--- src/rtl/demux_1_2_dt_pkg.sv ---
// Shared definitions for the 1:2 dead-time demux: FSM state encoding and counter width helper.
// Latency: n/a (definitions only).
// Backpressure: n/a.
package demux_1_2_dt_pkg;

    // S_DEAD is both the reset state and the break-before-make gap between routes.
    typedef enum logic [1:0] {
        S_DEAD = 2'd0,
        S_OUT0 = 2'd1,
        S_OUT1 = 2'd2
    } state_t;

    localparam int SW_CNT_W = 16;

    // Bits needed to hold 0..max_val, never less than one bit.
    function automatic int cnt_width(input int max_val);
        return (max_val < 1) ? 1 : $clog2(max_val + 1);
    endfunction

endpackage

--- src/rtl/demux_1_2_dt_sync_bit.sv ---
// Multi-stage flop synchroniser for one asynchronous control bit; chain resets to 0.
// Latency: STAGES clock cycles from d to q.
// Backpressure: none, free-running.
// Ports: clk, rst_n (async active-low), d (async in), q (synchronised out).
module sync_bit #(
    parameter int STAGES = 2
) (
    input  logic clk,
    input  logic rst_n,
    input  logic d,
    output logic q
);

    logic [STAGES-1:0] chain;

    always_ff @(posedge clk or negedge rst_n) begin
        if (!rst_n) begin
            chain <= '0;
        end else begin
            chain <= {chain[STAGES-2:0], d};
        end
    end

    assign q = chain[STAGES-1];

endmodule

--- src/rtl/demux_1_2_dt.sv ---
// Steers one 1-bit stream to one of two lines; switches only when the input is idle (or on timeout), with a dead-time gap.
// Latency: d_in -> d_out_x 2 cycles; d_sel -> switch start SYNC_STAGES cycles plus wait for idle.
// Backpressure: none; a pending switch is held until the input is idle or MAX_WAIT expires.
// Ports: clk, rst_n, d_sel (async route select), d_in, d_out_0/1, d_route (one-hot), d_forced (pulse), d_sw_cnt.
module demux_1_2_dt
    import demux_1_2_dt_pkg::*;
#(
    parameter int   SYNC_STAGES = 2,
    parameter int   DEAD_CYCLES = 4,
    parameter int   MAX_WAIT    = 1024,
    parameter logic IDLE_LEVEL  = 1'b0
) (
    input  logic                clk,
    input  logic                rst_n,
    input  logic                d_sel,
    input  logic                d_in,
    output logic                d_out_0,
    output logic                d_out_1,
    output logic [1:0]          d_route,
    output logic                d_forced,
    output logic [SW_CNT_W-1:0] d_sw_cnt
);

    localparam int DEAD_W = cnt_width(DEAD_CYCLES);
    localparam int WAIT_W = cnt_width(MAX_WAIT);

    localparam logic [DEAD_W-1:0] DEAD_INIT = DEAD_W'(DEAD_CYCLES);
    localparam logic [DEAD_W-1:0] DEAD_LAST = DEAD_W'(1);
    // Only meaningful when MAX_WAIT != 0; the timeout branch is gated on that.
    localparam logic [WAIT_W-1:0] WAIT_LAST = (MAX_WAIT == 0) ? '0 : WAIT_W'(MAX_WAIT - 1);
    localparam bit                TIMEOUT_EN = (MAX_WAIT != 0);

    logic                sel_s;
    logic                in_reg;
    state_t              state,    state_nxt;
    logic [DEAD_W-1:0]   dead_cnt, dead_nxt;
    logic [WAIT_W-1:0]   wait_cnt, wait_nxt;
    logic [SW_CNT_W-1:0] sw_nxt;
    logic                forced_nxt;
    logic                cur_sel;

    sync_bit #(
        .STAGES (SYNC_STAGES)
    ) u_sel_sync (
        .clk   (clk),
        .rst_n (rst_n),
        .d     (d_sel),
        .q     (sel_s)
    );

    // Route index the current output state corresponds to.
    assign cur_sel = (state == S_OUT1);

    always_comb begin
        state_nxt  = state;
        dead_nxt   = dead_cnt;
        wait_nxt   = wait_cnt;
        sw_nxt     = d_sw_cnt;
        forced_nxt = 1'b0;
        case (state)
            S_DEAD: begin
                dead_nxt = dead_cnt - DEAD_W'(1);
                // Route is decided by sel_s at the moment the gap ends, not when it began.
                if (dead_cnt == DEAD_LAST) begin
                    state_nxt = sel_s ? S_OUT1 : S_OUT0;
                    sw_nxt    = d_sw_cnt + SW_CNT_W'(1);
                    wait_nxt  = '0;
                end
            end
            S_OUT0, S_OUT1: begin
                if (sel_s == cur_sel) begin
                    // No switch requested, or a pending one was cancelled.
                    wait_nxt = '0;
                end else if (in_reg == IDLE_LEVEL) begin
                    // Idle takes priority over a coincident timeout: unforced switch.
                    state_nxt = S_DEAD;
                    dead_nxt  = DEAD_INIT;
                    wait_nxt  = '0;
                end else if (TIMEOUT_EN && (wait_cnt == WAIT_LAST)) begin
                    state_nxt  = S_DEAD;
                    dead_nxt   = DEAD_INIT;
                    wait_nxt   = '0;
                    forced_nxt = 1'b1;
                end else begin
                    wait_nxt = wait_cnt + WAIT_W'(1);
                end
            end
            default: begin
                state_nxt = S_DEAD;
                dead_nxt  = DEAD_INIT;
                wait_nxt  = '0;
            end
        endcase
    end

    always_ff @(posedge clk or negedge rst_n) begin
        if (!rst_n) begin
            state    <= S_DEAD;
            dead_cnt <= DEAD_INIT;
            wait_cnt <= '0;
            d_sw_cnt <= '0;
            d_forced <= 1'b0;
            in_reg   <= IDLE_LEVEL;
            d_out_0  <= IDLE_LEVEL;
            d_out_1  <= IDLE_LEVEL;
            d_route  <= 2'b00;
        end else begin
            state    <= state_nxt;
            dead_cnt <= dead_nxt;
            wait_cnt <= wait_nxt;
            d_sw_cnt <= sw_nxt;
            d_forced <= forced_nxt;
            in_reg   <= d_in;
            // Outputs and route follow the current state so d_route drops on the
            // same edge the old line goes idle.
            d_out_0  <= (state == S_OUT0) ? in_reg : IDLE_LEVEL;
            d_out_1  <= (state == S_OUT1) ? in_reg : IDLE_LEVEL;
            d_route  <= {state == S_OUT1, state == S_OUT0};
        end
    end

endmodule

--- config.mk ---
export PLATFORM = sky130hd
export DESIGN_NAME = demux_1_2_dt
export DESIGN_NICKNAME = d
export VERILOG_FILES = /design/src/rtl/demux_1_2_dt_pkg.sv /design/src/rtl/demux_1_2_dt_sync_bit.sv /design/src/rtl/demux_1_2_dt.sv
export SDC_FILE = /design/constraint.sdc
export NUM_CORES = 1
export LEC_CHECK = 0
export CORE_ASPECT_RATIO = 0.8
export CORE_MARGIN = 3
export CORE_UTILIZATION = 56
export CTS_BUF_LIST = sky130_fd_sc_hd__clkbuf_4
export CTS_CLUSTER_SIZE = 24
export DETAILED_ROUTE_END_ITERATION = 12
export PLACE_DENSITY = 0.91
export SLEW_MARGIN = 30
export SYNTH_ARGS = -nofsm -noshare
export SYNTH_HDL_FRONTEND = slang
export SYNTH_SLANG_ARGS = --single-unit
--- constraint.sdc ---
create_clock -name clk -period 2.1 [get_ports clk]
set_input_delay 0.315 -clock clk [delete_from_list [all_inputs] [get_ports clk]]
set_output_delay 0.315 -clock clk [all_outputs]
set_load 0.01 [all_outputs]
==> metrics.md, run 1 <==
| Metric | Value |
|---|---|
| Synth Area in XOR/XNOR | slightly below 8% |
| Crit path from | state[0] |
| Die Ht | approximately 58 um |
| Slew headroom | between 60% and 70% |
| Synth Area in Simple Gates | 19.6% |
| Count of endpoints failing setup in the final report | 0 |
| Number of synthesized flops with an enable pin | 0 |
| Internal power | about 0.0014 W |
| Mapped Cells | 169 |
| Reg2reg end | d_sw_cnt[15] |
| Clk_skew | approximately 0.015 ns |
| Combinational share of power | roughly a third |
| Width of the chip | around 71 um |
| Min Clock Period, post-route | just under 2 ns |
| Initial antenna violation count | 0 |
| Worst hold slack | around 0.36 ns |
| Gr ovfl total | 0 |
| Fill cell count | roughly 220 |
| Final period util | 92.1% |
| Seq/Total Area, Yosys | a little over half |
| Sequential power share | 43.4% |
| Largest reg by FF count | d_sw_cnt |
| Worst Max-Slew Pin Slew | roughly 0.52 ns |
| Insertion delay to the later sink of the worst-skew pair | roughly 0.37 ns |
| Residual DRC | 0 |
| Total CTS buffers | 5 |
| Setup tns final | 0 ns |
| Area grow syn2layout | 21.7% |
| Clk pwr share | between 20% and 30% |
| Antenna cells | 0 |
| Via/cell ratio | 5.97 |
| Via count | 1439 |
| Worst EP required | between 2 and 2.5 ns |
| Biggest regs | d_sw_cnt (16), wait_cnt (11), dead_cnt (3) |
| Overall power | around 0.0022 W |
| Pwr Density | roughly 970 nW/um^2 |
| CTS tree | built |
| Worst hold-check path type | reg2reg |
| Routed WL | 3.91 mm |
| R2R depth | 6 |
| Mux contribution to synthesized area | less than 1% |
| Final Hold Fails | 0 |
| Max-Cap Viols | 0 |
| Storage cell area | 1000 sq um |
| Nets@finish | ~210 |
| Leakage power | 1.02 nW |
| Adder and majority cell fraction of the synthesized area | roughly 4.7% |
| Mapped Area | around 1900 sq um |
| Post-detailed-route count of antenna-violating nets | 0 |
| Footprint of the multi-input gates | about 870 sq um |
| Reg clk slew, reported paths | roughly 0.11 ns |
| Total track usage | around a fifth |
| WL/cell | between 15 and 20 um |
| Ys flop type | dfrtp_1 |
| Largest family of logic cells by synthesized area | simple AND/OR/NAND/NOR gates |
| Critical path fanouts, max | 8 |
| Max reg flops | 16 |
| Avg Cell Area, Syn | ~11 sq um |
| Crit path launch type | flip-flop |
| Seq cells post-synth | 40 |
| Post-Place Worst Slack | between 0.1 and 0.15 ns |
| Crit path to | d_sw_cnt[15] |
| RSZ-0062 raised after global routing | no |
| Syn nets | 180 |
| CP arrival | ~2.2 ns |
| Worst setup EP type | flip-flop |
| Pins over their slew limit | 0 |
| Routability cong. | around 0.85 |
| Status | finished, final reports clean |
| Synthesis Warnings | 0 |
| FF-to-FF Start | state[0] |
| Number of global-route vias before repair | around 1400 |
| Cell Area, Placed | about 2200 sq um |
| Worst vdd ir | about 0.0011 V |
| Initial DRT Pass Iterations | 4 |
| Core Region | 3150 sq um |
| Bufs on Longest Clock Path | 2 |
| Fmax | between 500 and 600 MHz |
| Root buffer cell | clkbuf_4 |
| Initial Utilization | 59.5% |
| Kind of critical path | reg2reg |
| Netlist cell types | 45 |
| Number of core rows | 18 |
| Net load switching power | between 0.0007 and 0.0008 W |
| I/O Buffers | 24 |
| DR iter-0 viols | ~140 |
| Setup slack, reg-to-reg | around 0.17 ns |
| IO Pins | 25 |
| PnR worst setup slack | 0.166 ns |
| Largest net degree at the start of global routing | between 40 and 50 |
| Die area | roughly 4100 sq um |
| Global-route wire length before repair | ~6.8 mm |
| Clock Sinks | 40 |
| Final Instance Area | 2280 sq um |
| Share of cells above drive strength 1 | under 10% |
| Compound-cell area share of the yosys netlist | between 10 and 15% |
| Ys async rst share | 100% |
| Detail Placement HPWL | between 2 and 3 mm |
| Switching share of power | a little over a third |
| H-tree levels | 2 |
-- through the flow --
step | instances | utilization [%]
2_1_floorplan | 169 | -
3_3_place_gp | 232 | 68.6
3_5_place_dp | 232 | 68.6
4_1_cts | 240 | 71.1
5_1_grt | 241 | 72.4
6_report | 241 | 72.4
-- cells in the mapped netlist, types with 2 or more instances --
library cell	number	area, sq um
nor2b_1	2	12.5
clkbuf_1	2	7.51
o21ai_0	11	55.1
and4_1	2	17.5
a21oi_1	3	15.0
o211ai_1	2	15.0
nand2_1	14	52.6
xnor2_1	9	78.8
o31ai_1	3	22.5
o21ai_1	2	10.0
nand3_1	11	55.1
nor4_2	2	25.0
nor2_1	4	15.0
ha_1	7	87.6
nor3_1	5	25.0
nand2b_1	2	12.5
and2_1	3	18.8
dfrtp_1	39	976
inv_1	7	26.3
nand4_1	6	37.5
xor2_1	6	52.6
and3_1	4	25.0
-- worst min path at each step --
| stage | from | to | slack, ns | cells after the start |
|---|---|---|---|---|
| floorplan | rst_n | d_forced | 0.02 | 0 |
| global placement | u_sel_sync.chain[0] | u_sel_sync.chain[1] | 0.33 | 0 |
| detailed placement | u_sel_sync.chain[0] | u_sel_sync.chain[1] | 0.34 | 0 |
| CTS | rst_n | d_sw_cnt[9] | 0.08 | 1 |
| global route | d_in | in_reg | 0.36 | 1 |
| finish | u_sel_sync.chain[0] | u_sel_sync.chain[1] | 0.36 | 0 |
-- power groups by stage --
| stage | registers [W] | clock network (W) | logic [W] |
|---|---|---|---|
| finish | 0.000964 | 0.000516 | 0.000739 |
| global route | 0.000982 | 0.000563 | 0.000811 |
| CTS | 0.000963 | 0.000523 | 0.000718 |
| detailed placement | 0.000977 | 0 | 0.000712 |
| global placement | 0.000968 | 0 | 0.000663 |
| floorplan | 0.000981 | 0 | 0.000442 |
-- worst max-delay path: stages, from the launching register on --
cell and delay, ns:
dfrtp_1 0.42, inv_1 0.10, ha_1 0.30, nand3b_2 0.28, nor4_4 0.42, nand4_1 0.17, xnor2_1 0.15
-- area by class of cell --
class / instances / share of cell area [%]
tap: 40 / 2.19
clock buffer: 5 / 1.64
sequential: 40 / 43.9
inverter: 7 / 1.15
clock inverter: 3 / 1.86
timing repair buffer: 26 / 11.2
multi-input combinational: 120 / 38.1
-- cells in the final DEF, fill, tap and decap left out, drive strengths merged, types with 3 or more instances in the layout --
| cell type | Yosys | routed |
|---|---|---|
| inv | 7 | 7 |
| ha | 7 | 7 |
| nand2 | 14 | 14 |
| nor3 | 5 | 5 |
| and3 | 4 | 4 |
| dfrtp | 39 | 39 |
| xnor2 | 10 | 10 |
| a21oi | 3 | 3 |
| nand4 | 6 | 6 |
| xor2 | 6 | 6 |
| clkbuf | 2 | 5 |
| o31ai | 3 | 3 |
| nand3 | 11 | 11 |
| clkdlybuf4s50 | 0 | 23 |
| and2 | 3 | 3 |
| o21ai | 13 | 13 |
| nor2 | 5 | 5 |
-- cell families after synthesis --
group / count (synthesis)
and+or+nand+nor: 62
DFF: 40
AOI/OAI and AO/OA: 34
xor gates and xnor gates: 16
buffers and inverters: 9
adders and majority gates: 7
muxes: 1
-- routing by layer --
metal / vias up / share of wire (%) / GRT usage (%)
met3: 9 / 6.4 / 4.33
met2: 69 / 48 / 33.0
li1: 682 / - / -
met1: 679 / 43 / 29.4
met4: 0 / 2.6 / 9.92
met5: - / 0 / 0
-- what timing repair did --
item | CTS | global route
buffers inserted | 0 | 0
gates resized for setup | 0 | 3
setup endpoints to repair | 0 | 4
hold buffers | 0 | 1
endpoints found under the hold margin | 0 | 39
Power figures use the tool's default switching activity.
==> inputs of run 2 (changes only) <==
CORE_MARGIN = 10   (was 3)
TNS_END_PERCENT = 5   (was default)
clock period = 1.9 ns   (was 2.1 ns; I/O delays follow)
==> metrics.md, run 2 (synthesized netlist as in run 1, its figures left out) <==
| Metric | Value |
|---|---|
| Status | finished, final reports clean |
| Worst Max-Slew Pin Slew | 0.506 ns |
| Fin cells | between 200 and 250 |
| Setup tns final | 0 ns |
| Initial Utilization | 59.5% |
| Count of endpoints failing setup in the final report | 0 |
| Root buffer cell | clkbuf_4 |
| Max-Cap Viols | 0 |
| Worst-path cell chain | inv_1, ha_1, xnor2_2, o21ai_1, or2_1, a32o_1 |
| Worst EP required | about 2.1 ns |
| Commonest cells after routing, fill and taps aside | 39 x dfrtp_1, 23 x clkdlybuf4s50_1, 14 x nand2_1, 11 x o21ai_0, 10 x nand3_1 |
| Final Hold Fails | 0 |
| Commonest non-fill, non-tap cell in the layout | dfrtp_1 |
| Reg clk slew, reported paths | 0.11 ns |
| Worst vdd ir | just under 0.0007 V |
| Clock Sinks | 40 |
| Initial DRT Pass Iterations | 4 |
| Fmax | 548 MHz |
| Final period util | 96.1% |
| Min Clock Period, post-route | between 1.5 and 2 ns |
| I/O Buffers | 24 |
| IO Pins | 25 |
| Bufs on Longest Clock Path | 2 |
| Die area | 6080 sq um |
| Die Ht | between 70 and 80 um |
| Cell total after placement | roughly 240 |
| Nets@finish | 217 |
| Biggest regs | d_sw_cnt (16), wait_cnt (11), dead_cnt (3) |
| Area grow syn2layout | 21.7% |
| Detail Placement HPWL | 3.32 mm |
| Clk_skew | 0.0222 ns |
| WL/cell | approximately 18 um |
| Max reg flops | 16 |
| DR iter-0 viols | roughly 110 |
| Antenna cells | 0 |
| Via count | between 1000 and 1500 |
| Width of the chip | between 80 and 90 um |
| Routed WL | 4.37 mm |
| Worst path slowest cell | dfrtp_1 |
| CTS tree | built |
| Largest net degree at the start of global routing | slightly above 40 |
| Post-detailed-route count of antenna-violating nets | 0 |
| Worst hold-check path type | reg2reg |
| Pwr Density | 1020 nW/um^2 |
| Routability cong. | 0.935 |
| Leakage power | 1.00 nW |
| Number of global-route vias before repair | 1408 |
| CP arrival | 2.07 ns |
| Via/cell ratio | between 6 and 7 |
| Worst setup EP type | flip-flop |
| Share of cells above drive strength 1 | between 10% and 20% |
| H-tree levels | 2 |
| Core Region | 3150 sq um |
| Total CTS buffers | 5 |
| Kind of critical path | reg2reg |
| Critical path fanouts, max | 5 |
| Global-route wire length before repair | between 7 and 8 mm |
| Gr ovfl total | 0 |
| Insertion delay to the later sink of the worst-skew pair | 0.36 ns |
| Crit path launch type | flip-flop |
| Slew headroom | 66.3% |
| RSZ-0062 raised after global routing | yes |
| Number of core rows | 18 |
| Critical Path Max Stage Delay | slightly below 0.4 ns |
| Pins over their slew limit | 0 |
| Total track usage | 14.0% |
| Largest reg by FF count | d_sw_cnt |
| Residual DRC | 0 |
| Initial antenna violation count | 0 |
## run 2: layout make-up
class,count,area (sq um)
flip-flops and latches,40,1000
fillers,231,868
multi-input cells,120,858
repair buffers,32,298
well taps,40,50.0
clock buffers,5,37.5
inverters,7,26.3
clock inverters,2,12.5
## run 2: final timing paths
check                                          from             endpoint  slack [ns]  depth (start not counted)
worst max-delay path                       state[0]             state[1]        0.07                          6
worst min-delay path            u_sel_sync.chain[0]  u_sel_sync.chain[1]        0.36                          0
worst max register to register             state[0]             state[1]        0.07                          6
worst min register to register  u_sel_sync.chain[0]  u_sel_sync.chain[1]        0.36                          0
max in group asynchronous                     rst_n          dead_cnt[2]        1.01                          3
min in group asynchronous                     rst_n          d_sw_cnt[4]        0.50                          3
## run 2: metrics by stage
stage                     utilization (%)  power (W)  hold WS, ns  instance area [sq um]  setup slack, ns
after detailed placement             70.0    0.00192        0.342                   2210           0.0314
after global placement               70.0    0.00186        0.339                   2210           0.0808
final                                72.5    0.00234        0.364                   2280           0.0741
after global routing                 72.5    0.00248        0.359                   2280          -0.0170
after CTS                            72.1    0.00234        0.363                   2270           0.0676
after floorplan                         -    0.00157      -0.0106                   1880            0.149
## run 2: repair_timing
action,4_1_cts,5_1_grt
pin swaps,0,1
buffers inserted,0,0
setup endpoints to repair,1,5
endpoints found under the hold margin,39,0
hold buffers,1,0
gates resized for setup,1,2
## run 2: critical path: cells and delay by family (launching register included)
family	cells	cell delay (ns)
compound gates	2	0.46
flops	1	0.39
fa+ha+maj	1	0.25
xor+xnor	1	0.28
buf+inv	1	0.08
simple gates	1	0.27
## run 2: where the power goes
part | internal (W) | total (W) | leakage [nW] | switching (W)
logic | 0.000370 | 0.000862 | 0.440 | 0.000491
clock network | 0.000135 | 0.000406 | 0.0271 | 0.000271
registers | 0.000971 | 0.00107 | 0.537 | 0.0000969
total | 0.00148 | 0.00234 | 1.00 | 0.000860
## run 2: per-layer routing
| layer | vias to the layer above | global-route usage [%] | share of wire (%) |
|---|---|---|---|
| li1 | 693 | - | - |
| met5 | - | 0 | 0 |
| met1 | 744 | 17.3 | 45 |
| met2 | 38 | 22.9 | 49 |
| met3 | 5 | 4.07 | 5.5 |
| met4 | 0 | 4.93 | 0.59 |
